[src/rtl/console_pkg.sv]
// Shared constants for the console receive path: UART register layout,
// default FIFO depth and the poll-FSM state encoding.
package console_pkg;

  localparam int UART_NODATA_BIT   = 31;
  localparam int RXF_DEPTH_DEFAULT = 16;

  typedef enum logic {
    RXF_IDLE  = 1'b0,
    RXF_DRAIN = 1'b1
  } rxf_state_e;

endpackage

[src/rtl/rx_fifo_mem.sv]
// DEPTH x 8 register array: one synchronous write port, one asynchronous read port.
module rx_fifo_mem #(
  parameter int DEPTH  = 16,
  parameter int ADDR_W = 4
) (
  input  logic              clk,
  input  logic              we_i,
  input  logic [ADDR_W-1:0] waddr_i,
  input  logic [7:0]        wdata_i,
  input  logic [ADDR_W-1:0] raddr_i,
  output logic [7:0]        rdata_o
);

  logic [7:0] mem_q [DEPTH];

  always_ff @(posedge clk) begin
    if (we_i) mem_q[waddr_i] <= wdata_i;
  end

  assign rdata_o = mem_q[raddr_i];

endmodule

[src/rtl/console_rx_fifo.sv]
// Console receive buffer: polls the UART data register, queues bytes in a
// circular FIFO and presents the oldest one to the CPU (0 when empty).
module console_rx_fifo
  import console_pkg::*;
#(
  parameter int DEPTH  = RXF_DEPTH_DEFAULT,
  parameter int ADDR_W = 4
) (
  input  logic            clk,
  input  logic            resetn,
  input  logic [31:0]     uart_dat_do,
  output logic            uart_dat_re,
  input  logic            cpu_re,
  output logic [31:0]     cpu_dat,
  output logic            cpu_valid,
  output logic [ADDR_W:0] count,
  output logic            overflow,
  input  logic            clr_overflow
);

  localparam logic [ADDR_W:0] FULL_CNT = (ADDR_W+1)'(DEPTH);

  rxf_state_e        state_q;
  logic [ADDR_W-1:0] wr_ptr_q, rd_ptr_q;
  logic [ADDR_W:0]   count_q, count_d;
  logic              overflow_q, uart_re_q, valid_q;

  logic       pop, byte_avail, room, push, drop;
  logic [7:0] head_byte;
  logic       unused_dat_bits;

  assign unused_dat_bits = ^uart_dat_do[30:8];

  always_comb begin
    pop        = cpu_re && (count_q != '0);
    byte_avail = (state_q == RXF_IDLE) && !uart_dat_do[UART_NODATA_BIT];
    // A same-cycle pop frees the slot, so a full FIFO can still accept.
    room       = (count_q != FULL_CNT) || pop;
    push       = byte_avail && room;
    drop       = byte_avail && !room;
    count_d    = count_q;
    if (push && !pop)      count_d = count_q + 1'b1;
    else if (pop && !push) count_d = count_q - 1'b1;
  end

  always_ff @(posedge clk or negedge resetn) begin
    if (!resetn) begin
      state_q    <= RXF_IDLE;
      wr_ptr_q   <= '0;
      rd_ptr_q   <= '0;
      count_q    <= '0;
      overflow_q <= 1'b0;
      uart_re_q  <= 1'b0;
      valid_q    <= 1'b0;
    end else begin
      case (state_q)
        RXF_IDLE: begin
          uart_re_q <= byte_avail;
          if (byte_avail) state_q <= RXF_DRAIN;
        end
        RXF_DRAIN: begin
          uart_re_q <= 1'b0;
          state_q   <= RXF_IDLE;
        end
        default: begin
          uart_re_q <= 1'b0;
          state_q   <= RXF_IDLE;
        end
      endcase
      if (push) wr_ptr_q <= wr_ptr_q + ADDR_W'(1);
      if (pop)  rd_ptr_q <= rd_ptr_q + ADDR_W'(1);
      count_q <= count_d;
      valid_q <= (count_d != '0);
      if (clr_overflow) overflow_q <= 1'b0;
      else if (drop)    overflow_q <= 1'b1;
    end
  end

  rx_fifo_mem #(
    .DEPTH  (DEPTH),
    .ADDR_W (ADDR_W)
  ) u_mem (
    .clk     (clk),
    .we_i    (push),
    .waddr_i (wr_ptr_q),
    .wdata_i (uart_dat_do[7:0]),
    .raddr_i (rd_ptr_q),
    .rdata_o (head_byte)
  );

  assign uart_dat_re = uart_re_q;
  assign cpu_valid   = valid_q;
  assign count       = count_q;
  assign overflow    = overflow_q;
  assign cpu_dat     = (count_q != '0) ? {24'h0, head_byte} : '0;

endmodule

[config.mk]
export PLATFORM = sky130hd
export DESIGN_NAME = console_rx_fifo
export DESIGN_NICKNAME = d
export VERILOG_FILES = /design/src/rtl/console_pkg.sv /design/src/rtl/rx_fifo_mem.sv /design/src/rtl/console_rx_fifo.sv
export SDC_FILE = /design/constraint.sdc
export NUM_CORES = 1
export LEC_CHECK = 0
export CAP_MARGIN = 5
export CORE_MARGIN = 10
export CORE_UTILIZATION = 44
export DETAILED_ROUTE_END_ITERATION = 8
export PLACE_DENSITY = 0.68
export SLEW_MARGIN = 20
export SYNTH_ARGS = -nofsm -noshare
export SYNTH_HDL_FRONTEND = slang
export SYNTH_SLANG_ARGS = --single-unit
[constraint.sdc]
create_clock -name clk -period 2.2 [get_ports clk]
set_input_delay 0.22 -clock clk [delete_from_list [all_inputs] [get_ports clk]]
set_output_delay 0.22 -clock clk [all_outputs]
set_load 0.01 [all_outputs]
==> flow_summary.yaml <==
grt:
  grt_pass1_vias: 3159
  antenna_found_initial: 0
  grt_max_degree: 28
  grt_usage_pct: 13.9
  grt_pass1_wl_um: 18700
  grt-ovfl-total: 0
floorplanning:
  core-area_um2: 13300
  die_x_um: 137
  start_util_pct: 45.2
  die_h_um: 137
  die_area_um2: 18800
  num_rows: 42
  io_pins: 76
timing:
  final_max_slew_viol_count: 0
  worstMarginPinSlew_ns: 0.763
  max_slew_margin_pct: 49.0
  timing.final.crit_share_pct: 121
  skew_ns: 0.00730
  fmax_ghz: 0.377
  rsz0062_at_grt: "yes"
  whs_ns: 0.253
  timing.setup.tns_ns: -3.45
  finalCriticalPeriod_ns: 2.65
  fin_ws_ns: -0.454
  final_hold_viol_count: 0
  setup_viol: 9
clocking:
  tritoncts: "yes"
  cts_root_buf: "clkbuf_16"
  clock_path_buffers: 2
  cts_made_buffers: 17
  htree_levels: 4
  cts.hold.buffers_added: 0
  clock_latency_ns: 0.42
  path_clk_slew_ns: 0.06
  clock-sinks: 144
min_path:
  min_path_type: "primary input to async pin"
synth:
  synth_edf_count: 128
  netlist_area_um2: 6040
  synthFlopType: "edfxtp_1"
  synthArstFlopShare_pct: 11.1
  yosys.area.top_type_share_pct: 63.7
  synthAdderAreaFrac_pct: 1.45
  synth-seq-cells: 144
  synth_compound_area_share_pct: 1.55
  synth_top_area_cell: "edfxtp_1"
  synth_xor_area_share_pct: 1.31
  synth_cells: 315
  yosysSeqAreaShare_pct: 70.3
  synth_cell_types: 40
  syn_avg_cell_area_um2: 19.2
  synth_warnings: 0
  synth.area.mux_share_pct: 15.4
  synth_top_family_by_area: "multiplexers"
  netlist_top_cells_area: "edfxtp_1 64%, mux4_2 15%, dfrtp_1 6.6%, buf_4 3.1%, and2_1 2.1%"
  synth-simple-area-share_pct: 5.27
place:
  place_hpwl_um: 7940
  port_buffers: 28
  gp_congestion: 0.809
  place_inst: 541
pwr:
  switchingPower_mw: 2.85
  pwr-share-clk_pct: 27.2
  seqPwrFrac_pct: 35.4
  intPower_mw: 7.01
  p_comb_share_pct: 37.3
  powerDensity_nw_per_um2: 1280
  p_leak_nw: 2.70
  power_mw: 9.86
  vdd_ir_drop_max_mv: 0.620
  switching_share_pct: 28.9
setup_path:
  crit_path_end_kind: "output pin"
  setup.worst_path.start: "rd_ptr_q[0]"
  cp-start-kind: "flip-flop"
  worstPathRequired_ns: 1.98
  r2r-start: "count[1]"
  worst-path-max-fanout: 5
  cp.arrival_ns: 2.43
  r2r-end: "cpu_valid"
  crit_end: "cpu_dat[7]"
  crit_type: "flip-flop to output pin"
  r2r_slack_ns: -0.05
  r2r_cells: 8
layout:
  syn_to_final_growth_pct: 27.7
  final_core_util_pct: 57.8
  n_antenna_cell: 0
  drive_above_1_share_pct: 37.9
  fin_nets: 440
  final_cells: 585
route:
  vias_per_cell: 5.25
  num_vias: 3073
  firstDrtPassIters: 4
  drt-total-wl_um: 12400
  ant_nets: 0
  drt_iter0_drc: 336
  wl_per_cell_um: 21.2
  drc: 0
job:
  maxCapViolCount: 0
run_status:
  status: "finished, violations left"
  violations: "negative setup slack"
## layer usage
layer	track usage, %	wire length [µm]	share of wire, %
met5	0	0	0
met4	5.74	197	1.6
met3	3.78	837	6.7
met2	21.9	6110	49
met1	17.8	5270	42
## timing repair
item	CTS	global route
gates resized for setup	55	11
gates cloned	1	0
pin swaps	11	1
setup endpoints to repair	9	105
buffers inserted	12	1
## metrics by stage
step	instance area, µm²	setup slack, ns
after floorplan	6140	-0.0333
after global placement	6910	-0.284
after detailed placement	6910	-0.301
after CTS	7680	-0.482
after global routing	7710	-0.509
final	7710	-0.454
## power by group through the flow
stage,Combinational [mW],Clock (mW),Sequential [mW]
5_1_grt,3.93,2.85,3.52
2_1_floorplan,1.96,0,3.46
4_1_cts,3.64,2.73,3.49
3_3_place_gp,3.16,0,3.51
3_5_place_dp,3.19,0,3.52
6_report,3.68,2.68,3.49
## synthesized netlist by cell type (2+ instances only)
cell / n
a21oi_1: 4
and2_1: 20
and4_1: 4
buf_2: 3
buf_4: 25
clkbuf_1: 11
dfrtp_1: 16
edfxtp_1: 128
ha_1: 7
inv_1: 5
mux2i_1: 2
mux4_2: 40
nand2_1: 4
nand3_1: 4
nand4_1: 2
nor2_1: 6
nor3b_1: 2
o21ai_0: 2
or4_1: 2
xnor2_1: 7
xor2_1: 2
## worst max-delay path, cell delays in order, from the launching register on
cell	delay [ns]
dfrtp_2	0.48
buf_12	0.16
buf_8	0.10
mux4_2	0.54
mux4_2	0.47
and2_4	0.15
buf_6	0.11
## worst min-delay path by stage
stage,startpoint,end,slack (ns),cells after the start
after global routing,resetn,rd_ptr_q[3],0.32,1
after floorplan,resetn,count[0],-0.08,0
after CTS,resetn,rd_ptr_q[3],0.26,1
after detailed placement,overflow,overflow,0.51,2
after global placement,overflow,overflow,0.50,2
final,resetn,cpu_valid,0.25,1
## kinds of logic (layout without fill, tap and decap cells)
family                     count (synthesis)  in the layout
buffers and inverters                     46            117
AOI/OAI and AO/OA                         14             14
DFF                                      144            144
adders and majority gates                  7              7
xor gates and xnor gates                   9              9
muxes                                     43             43
and+or+nand+nor                           51             51
other                                      1             24
## cell usage in the layout (no fill, tap or decap), types with 9 or more instances in the layout
cell type,netlist,routed
clkdlybuf4s50_1,0,20
and2_1,20,14
buf_12,0,22
edfxtp_1,128,128
buf_6,1,9
mux4_2,40,40
dfrtp_1,16,13
clkbuf_16,0,17
buf_4,25,23
conb_1,1,24
## state kept, by name, summed over array words and instances (netlist names)
register / count
u_mem.mem_q: 128
rd_ptr_q: 4
count: 5
cpu_valid: 1
state_q: 1
wr_ptr_q: 4
overflow: 1
## area by class of cell
type | instances | area (µm²)
sequential | 144 | 4250
fill | 970 | 5640
timing repair buffer | 80 | 985
multi-input combinational | 148 | 1670
inverter | 6 | 22.5
tap | 176 | 220
clock inverter | 14 | 134
clock buffer | 17 | 425
Power figures use the tool's default switching activity.
